### src/rtl/king_locator_pkg.sv
// Shared chess types and king-locator definitions.
// The multi-king check in king_locator is enabled by defining KING_LOC_MULTI_CHECK_EN.
package king_locator_pkg;

  typedef enum logic {
    WHITE = 1'b0,
    BLACK = 1'b1
  } color_t;

  typedef enum logic [2:0] {
    EMPTY  = 3'd0,
    PAWN   = 3'd1,
    KNIGHT = 3'd2,
    BISHOP = 3'd3,
    ROOK   = 3'd4,
    QUEEN  = 3'd5,
    KING   = 3'd6
  } piece_t;

  typedef struct packed {
    color_t color;
    piece_t piece;
  } fullpiece_t;

  localparam int BOARD_SQUARES = 64;

  typedef enum logic [1:0] {
    KL_IDLE = 2'd0,
    KL_SCAN = 2'd1,
    KL_DONE = 2'd2
  } kingloc_state_t;

  function automatic logic is_king_of(input fullpiece_t p, input color_t side);
    return (p.piece == KING) && (p.color == side);
  endfunction

endpackage

### src/rtl/king_locator_match_group.sv
// Combinational king match over one scan group: hit flag, lowest hit offset, and >1 hit flag.
module king_match_group
  import king_locator_pkg::*;
#(
  parameter int N = 1
) (
  input  fullpiece_t  pieces [N],
  input  color_t      side,
  output logic        hit,
  output logic [2:0]  offset,
  output logic        multi
);

  logic m_s;

  // Walk from the top so the lowest matching offset is the last one written.
  always_comb begin
    hit    = 1'b0;
    offset = 3'd0;
    multi  = 1'b0;
    m_s    = 1'b0;
    for (int k = N - 1; k >= 0; k--) begin
      m_s    = is_king_of(pieces[k], side);
      multi  = multi | (m_s & hit);
      offset = m_s ? 3'(k) : offset;
      hit    = hit | m_s;
    end
  end

endmodule

### src/rtl/king_locator.sv
// Sequential king search, SQ_PER_CYCLE squares per clock, start/done handshake.
// Define KING_LOC_MULTI_CHECK_EN to force full scans and report duplicate kings.
module king_locator
  import king_locator_pkg::*;
#(
  parameter int SQ_PER_CYCLE = 1
) (
  input  logic        clk,
  input  logic        rst_n,
  input  logic        start,
  input  color_t      side,
  input  fullpiece_t  board [BOARD_SQUARES],
  output logic        busy,
  output logic        done,
  output logic        found,
  output logic [5:0]  king_pos,
  output logic        multiple_kings
);

`ifdef KING_LOC_MULTI_CHECK_EN
  localparam bit MULTI_EN = 1'b1;
`else
  localparam bit MULTI_EN = 1'b0;
`endif

  localparam int LAST_IDX = BOARD_SQUARES - SQ_PER_CYCLE;

  generate
    if (!(SQ_PER_CYCLE == 1 || SQ_PER_CYCLE == 2 || SQ_PER_CYCLE == 4 || SQ_PER_CYCLE == 8)) begin : g_bad_sq
      $error("king_locator: SQ_PER_CYCLE must be 1, 2, 4 or 8");
    end
  endgenerate

  kingloc_state_t state_r, next_s;
  logic [6:0]     idx_r;
  color_t         side_r;
  logic           found_r;
  logic [5:0]     pos_r;
  logic           multi_r;

  fullpiece_t     group_s [SQ_PER_CYCLE];
  logic           hit_s;
  logic [2:0]     off_s;
  logic           grp_multi_s;
  logic           accept_s;
  logic           last_group_s;

  // Busy is low in DONE, so a start arriving with the done pulse is taken.
  assign accept_s     = start && (state_r != KL_SCAN);
  assign last_group_s = (idx_r == 7'(LAST_IDX));

  // Select the group of squares under examination this cycle.
  always_comb begin
    for (int k = 0; k < SQ_PER_CYCLE; k++) begin
      group_s[k] = board[idx_r[5:0] + 6'(k)];
    end
  end

  king_match_group #(.N(SQ_PER_CYCLE)) u_match (
    .pieces (group_s),
    .side   (side_r),
    .hit    (hit_s),
    .offset (off_s),
    .multi  (grp_multi_s)
  );

  // State register.
  always_ff @(posedge clk or negedge rst_n) begin
    if (!rst_n) begin
      state_r <= KL_IDLE;
    end else begin
      state_r <= next_s;
    end
  end

  // Next-state logic.
  always_comb begin
    next_s = KL_IDLE;
    case (state_r)
      KL_IDLE: begin
        if (accept_s) next_s = KL_SCAN;
        else          next_s = KL_IDLE;
      end
      KL_SCAN: begin
        if (last_group_s || (hit_s && !MULTI_EN)) next_s = KL_DONE;
        else                                      next_s = KL_SCAN;
      end
      KL_DONE: begin
        if (accept_s) next_s = KL_SCAN;
        else          next_s = KL_IDLE;
      end
      default: next_s = KL_IDLE;
    endcase
  end

  // Scan index, latched side and result registers.
  always_ff @(posedge clk or negedge rst_n) begin
    if (!rst_n) begin
      idx_r   <= 7'd0;
      side_r  <= WHITE;
      found_r <= 1'b0;
      pos_r   <= 6'd0;
      multi_r <= 1'b0;
    end else if (accept_s) begin
      idx_r   <= 7'd0;
      side_r  <= side;
      found_r <= 1'b0;
      pos_r   <= 6'd0;
      multi_r <= 1'b0;
    end else if (state_r == KL_SCAN) begin
      idx_r <= idx_r + 7'(SQ_PER_CYCLE);
      if (hit_s && !found_r) begin
        found_r <= 1'b1;
        pos_r   <= idx_r[5:0] + {3'b000, off_s};
      end else begin
        found_r <= found_r;
      end
      if (MULTI_EN && ((hit_s && found_r) || grp_multi_s)) begin
        multi_r <= 1'b1;
      end else begin
        multi_r <= multi_r;
      end
    end else begin
      idx_r <= idx_r;
    end
  end

  // Output decode straight from registered state.
  always_comb begin
    busy           = (state_r == KL_SCAN);
    done           = (state_r == KL_DONE);
    found          = found_r;
    king_pos       = pos_r;
    multiple_kings = multi_r;
  end

endmodule

### config.mk
export PLATFORM = sky130hd
export DESIGN_NAME = king_locator
export DESIGN_NICKNAME = d
export VERILOG_FILES = /design/src/rtl/king_locator_pkg.sv /design/src/rtl/king_locator_match_group.sv /design/src/rtl/king_locator.sv
export SDC_FILE = /design/constraint.sdc
export NUM_CORES = 1
export LEC_CHECK = 0
export ABC_AREA = 1
export CORE_AREA = 2 2 104 106
export DETAILED_ROUTE_END_ITERATION = 10
export DIE_AREA = 0 0 106 108
export DONT_BUFFER_PORTS = 1
export SKIP_LAST_GASP = 1
export SYNTH_ARGS = -nofsm -noshare
export SYNTH_HDL_FRONTEND = slang
export SYNTH_SLANG_ARGS = --single-unit
### constraint.sdc
create_clock -name clk -period 2.09 [get_ports clk]
set_clock_uncertainty 0.15 [all_clocks]
set_input_delay 0.3135 -clock clk [delete_from_list [all_inputs] [get_ports clk]]
set_output_delay 0.3135 -clock clk [all_outputs]
set_load 0.02 [all_outputs]
### Word level (Yosys, flattened, before mapping)

Index checks and enable logic that the tools add are counted.
W data, S select, Z words.

| word-level totals | value |
|---|---|
| flip-flop bits (word level) | 17 |
| bits in latches | 0 |
| bits in writable memories | 0 |
| ROM bits | 0 |
| output and inout port bits | 10 |
| memories kept | 0 |

| operators by class | value |
|---|---|
| $add $sub $neg | 1 |
| $mul | 0 |
| divide/modulo/power cells | 0 |
| $lt $le $gt $ge | 1 |
| equality and inequality tests | 6 |
| shift operators | 0 |
| mux-type cells | 14 |
| bitwise gates (word level) | 1 |
| reduce and logical (&&, ||, !) cells | 10 |

Operators with widths:

| operator | number |
|---|---|
| $bmux W4 S6 | 1 |
| $mux W6 | 3 |
| $mux W7 | 2 |
| $mux W4 | 2 |
| $add A7 B1 Y7 const B | 1 |
| $eq A7 B6 Y1 const B | 1 |
| $ge A7 B7 Y1 const B | 1 |
| $not A6 Y7 | 1 |
| $mux W1 | 4 |
| $pmux W2 S2 | 1 |
| $reduce_bool A2 Y1 | 2 |
| $eq A3 B3 Y1 const B | 1 |
| $logic_and A1 B1 Y1 | 3 |
| $eq A2 B1 Y1 const B | 1 |
| $eq A2 B2 Y1 const B | 1 |
| $logic_not A2 Y1 | 1 |
| $mux W2 | 1 |
| $ne A2 B1 Y1 const B | 1 |
| $reduce_and A2 Y1 | 1 |
| $reduce_or A2 Y1 | 1 |
| $eq A1 B1 Y1 | 1 |
| $logic_not A1 Y1 | 1 |
| $logic_or A1 B1 Y1 | 1 |

### Depth between registers and ports, before layout

| depth | value |
|---|---|
| word-level depth | 10 |
| mapped depth | 17 |
| gate-level depth less buffers | 16 |

### Modules after synthesis

Synthesis repeated with hierarchy kept, for this count alone.

| second synthesis, totals | value |
|---|---|
| cells, all modules | 717 |
| area, all modules | 3529.6 um^2 |

By module, submodules not included:

| module | times used | cells an instance | area each (um^2) | sequential area each (um^2) |
|---|---|---|---|---|
| king_locator | 1 | 704 | 3462.1 | 425.4 |
| king_match_group | 1 | 13 | 67.6 | 0.0 |

### Worst setup path before layout

No wires, ideal clock.

| path | value |
|---|---|
| kind | reg-to-reg |
| from | register state_r[1] |
| to | register pos_r[0] (netlist: king_pos[0]) |
| setup time | 0.119 ns |
| data arrival time | 1.728 ns |
| slack | 0.093 ns |
| stages on the path, launching flop included | 7 |
| buffers on the path | 0 |
| cells stage by stage | dfrtp_1 > nor2_1 > inv_1 > nor2_1 > nand2_4 > nand3_1 > nand2_1 |

RTL lines:

| item | line | RTL |
|---|---|---|
| from (decl) | king_locator.sv:34 | `kingloc_state_t state_r, next_s;` |
| from (signal assigned) | king_locator.sv:72 | `state_r <= next_s;` |
| $eq A2 B1 Y1 | -- |  |
| net busy | king_locator.sv:13 | `output logic busy,` |
| $reduce_bool A2 Y1 (no line) | -- |  |
| $reduce_and A2 Y1 (no line) | -- |  |
| to (signal assigned) | king_locator.sv:114 | `pos_r <= idx_r[5:0] + {3'b000, off_s};` |
| to (decl) | king_locator.sv:38 | `logic [5:0] pos_r;` |

The timed path passes the listed nets, and every way through them passes these cells.
A chain may end at the register's enable or synchronous reset.

### Worst setup path in the final report

| path | value |
|---|---|
| from | register idx_r[0] |
| to | register pos_r[1] (netlist: king_pos[1]) |

| between the ends | value |
|---|---|
| cells in the longest elaborated chain, start to end | 9 |

Ends and longest elaborated chain:

| item | line | RTL |
|---|---|---|
| from (decl) | king_locator.sv:35 | `logic [6:0] idx_r;` |
| from (signal assigned) | king_locator.sv:111 | `idx_r <= idx_r + 7'(SQ_PER_CYCLE);` |
| from (signal assigned) | king_locator.sv:124 | `idx_r <= idx_r;` |
| $not A6 Y7 (implied by the code) (*) | king_locator.sv:55 | `group_s[k] = board[idx_r[5:0] + 6'(k)];` |
| $bmux W4 S6 (*) | king_locator.sv:55 |  |
| $mux W4 (implied by the code) (*) (2 in a row) | king_locator.sv:55 |  |
| $eq A3 B3 Y1 / $eq A1 B1 Y1 (equally long branches) | king_locator_pkg.sv:34 | `return (p.piece == KING) && (p.color == side);` |
| $logic_and A1 B1 Y1 (*) | king_locator_pkg.sv:34 |  |
| $logic_and A1 B1 Y1 (*) | king_locator.sv:112 | `if (hit_s && !found_r) begin` |
| $reduce_bool A2 Y1 (no line) (*) | -- |  |
| $reduce_and A2 Y1 (no line) (*) | -- |  |

Every way passes the cells marked *; elsewhere a longest branch is shown, timed or not. The select of a mux whose other input is x is not followed.

==> results.sh <==
export IMPL_status="finished, violations left"
export IMPL_violations="negative setup slack"
export IMPL_final_cell_mix="210 x nand2_1, 98 x nand3_1, 97 x nor2_1, 37 x inv_1, 19 x buf_4"
export IMPL_drt_iter0_drc=260
export IMPL_cts_root_buf="clkbuf_8"
export IMPL_syn_area_sq_um=2955
export IMPL_initial_utilization_pct=28.89
export IMPL_port_buffers=0
export IMPL_antenna_found_initial=0
export IMPL_layout_commonest_cell="nand2_1"
export IMPL_synth_xor_area_share_pct=0
export IMPL_fin_ws_ns=-0.1254
export IMPL_synth_seq_area_share_pct=14.39
export IMPL_synth_edff_count=0
export IMPL_synth_top_family_by_area="simple AND/OR/NAND/NOR gates"
export IMPL_rows=37
export IMPL_cts_clk_slew_worst_paths_ns=0.07
export IMPL_synthArstFlopShare_pct=100.0
export IMPL_multi_input_area_sq_um=2257
export IMPL_ys_ff_latch=17
export IMPL_drt_vias_per_instance=5.210
export IMPL_pwr_share_comb_pct=82.5
export IMPL_syn_avg_cell_area_sq_um=5.078
export IMPL_crit_path_cell_trace="buf_12 -> nor2_1 -> nor2_1 -> o21ai_1 -> nand2_1 -> nand2_1 -> nor2_1 -> nor2_2 -> nand2_1 -> nand2_1 -> nand3_2 -> nand2_4 -> nor2_8 -> nand2_4 -> nand3_2 -> nand2_1"
export IMPL_power_total_mw=4.639
export IMPL_htreeDepth=1
export IMPL_cp_required_ns=2.09
export IMPL_ios=270
export IMPL_clock_latency_ns=0.26
export IMPL_instances_no_fill=733
export IMPL_setup_tns_ns=-0.8473
export IMPL_p_leak_nw=1.886
export IMPL_n_fill_cell=1148
export IMPL_core_area_sq_um=10230
export IMPL_p_sw_share_pct=51.67
export IMPL_synth_nets=843
export IMPL_crit_family="simple AND/OR/NAND/NOR gates"
export IMPL_rsz0062_at_grt="true"
export IMPL_numCtsBuffers=3
export IMPL_vias=3819
export IMPL_wl_per_cell_microns=17.80
export IMPL_maxCapViolCount=0
export IMPL_slew_headroom_pct=47.19
export IMPL_finalWirelength_microns=13050
export IMPL_antenna_cells=0
export IMPL_die_h_microns=108
export IMPL_postRouteAntennaNets=0
export IMPL_grt_pass1_wl_microns=19160
export IMPL_pwr_share_seq_pct=11.8
export IMPL_hold_violations=0
export IMPL_crit_top_cell="nand2_1"
export IMPL_grt_overflow=0
export IMPL_pwr_share_clk_pct=5.6
export IMPL_cp_end_kind="flop"
export IMPL_critPathArrivalTime_ns=2.22
export IMPL_finalMaxSlewViolations=0
export IMPL_crit_path_max_fanout=24
export IMPL_hold_ws_ns=0.04695
export IMPL_synth_simple_area_share_pct=65.71
export IMPL_final_nets=859
export IMPL_path_class="flop to flop"
export IMPL_cts_sinks=17
export IMPL_synth_cells=582
export IMPL_final_util_pct=36.54
export IMPL_place_gp_congestion=0.8870
export IMPL_crit_path_top_delay_cell="dfrtp_2"
export IMPL_grt_pass1_vias=3729
export IMPL_grt_use_total_pct=21.74
export IMPL_internal_power_mw=2.242
export IMPL_drive_above_1_share_pct=13.90
export IMPL_hpwl_microns=9929
export IMPL_drt_pass1_iter_count=4
export IMPL_cts_tree="yes"
export IMPL_seq_area_sq_um=427.9
export IMPL_dpl_cell_count=715
export IMPL_max_freq_mhz=451.4
export IMPL_setup_viol=9
export IMPL_power_density_nw_per_um2=1241
export IMPL_synth_flop_cell="dfrtp_1"
export IMPL_area_growth_pct=26.50
export IMPL_clockBufferDepth=2
export IMPL_hp_class="input pin to flop"
export IMPL_period_needed_ns=2.215
export IMPL_p_switching_mw=2.397
export IMPL_synth_adder_area_share_pct=0.4234
export IMPL_cp_start_kind="flop"
export IMPL_die_w_microns=106
export IMPL_drc=0
export IMPL_grt_max_degree=44
export IMPL_ir_drop_mv=0.4634
export IMPL_dieArea_sq_um=11450
export IMPL_period_share_pct=106.0
export IMPL_synth_compound_area_share_pct=6.393
export IMPL_crit_path_max_incr_delay_ns=0.51
export IMPL_cp_num_buf_inv=1
export IMPL_worst_pin_slew_ns=0.7895
export IMPL_ys_warn_count=0
export IMPL_synth_mux_area_fraction_pct=0
export IMPL_ys_types=26
## synth_stat cells (all sizes together) (2+ instances only)
cell type	number	area [sq um]
nand3b	14	105.1
buf	28	206.5
nor2	101	395.4
dfrtp	17	425.4
nand3	115	590.6
nand4	2	12.51
o21ai	26	130.1
nand2	217	827.0
a21oi	9	45.04
clkbuf	5	18.77
inv	41	153.9
## flip-flops by register name, indices dropped and copies added, names as in the netlist
name and flops:
idx_r 7, king_pos 6, state_r 2, found 1, side_r 1
## final timing paths
kind,start,endpoint,slack [ns],depth (start not counted)
max,idx_r[0],king_pos[1],-0.13,16
min reg2reg,state_r[0],state_r[0],0.36,1
max in group asynchronous,rst_n,idx_r[1],0.82,1
max reg2reg,idx_r[0],king_pos[1],-0.13,16
min,side,side_r,0.05,2
min in group asynchronous,rst_n,state_r[1],0.43,1
## worst reg2reg max path: stages, from the launching register on
cell and delay (ns):
dfrtp_2 0.51, buf_12 0.21, nor2_1 0.08, nor2_1 0.09, o21ai_1 0.07, nand2_1 0.06, nand2_1 0.04, nor2_1 0.13
nor2_2 0.06, nand2_1 0.06, nand2_1 0.05, nand3_2 0.11, nand2_4 0.08, nor2_8 0.15, nand2_4 0.11, nand3_2 0.09
nand2_1 0.06
## power groups by stage
stage	logic (mW)	clock network [mW]	registers (mW)
detailed placement	2.99	0	0.531
floorplan	2.18	0	0.481
global route	4.19	0.287	0.562
finish	3.83	0.260	0.550
CTS	3.83	0.265	0.553
global placement	2.98	0	0.529
## stage by stage
step	area, sq um	setup WS (ns)
final	3739	-0.1254
after global routing	3739	-0.3026
after CTS	3729	-0.1153
after detailed placement	3253	-0.2183
after global placement	3253	-0.1821
after floorplan	2955	0.09348
## what timing repair did
item,CTS,global route
endpoints found under the hold margin,17,0
gates cloned,8,0
gates resized for setup,43,2
pin swaps,19,3
hold buffers,1,0
setup buffers,6,0
setup endpoints to repair,9,11
## layout make-up
type / instances / area share [%]
clock buffer: 3 / 1.104
clock inverter: 1 / 0.1339
inverter: 42 / 4.552
multi-input combinational: 490 / 60.37
sequential: 17 / 11.45
tap: 136 / 4.552
timing repair buffer: 44 / 17.84
## metal layers
| metal | wire length, microns | share of wire [%] | global-route usage, % | vias to the layer above |
|---|---|---|---|---|
| met5 | 0 | 0 | 0 | - |
| met4 | 286 | 2.2 | 6.861 | 0 |
| met3 | 949 | 7.3 | 4.039 | 22 |
| met1 | 5481 | 42 | 26.10 | 1712 |
| li1 | - | - | - | 1890 |
| met2 | 6330 | 49 | 39.31 | 195 |
## cells by family (layout without fill, tap and decap cells)
| kind of cell | after synthesis | after routing |
|---|---|---|
| AND/OR/NAND/NOR | 451 | 451 |
| buffers and inverters | 75 | 90 |
| AO/OA/AOI/OAI | 37 | 37 |
| flip-flops | 17 | 17 |
| adder cells (fa/ha/maj) | 1 | 1 |
| other | 1 | 1 |
No activity file was read; power rests on OpenSTA's default activity.
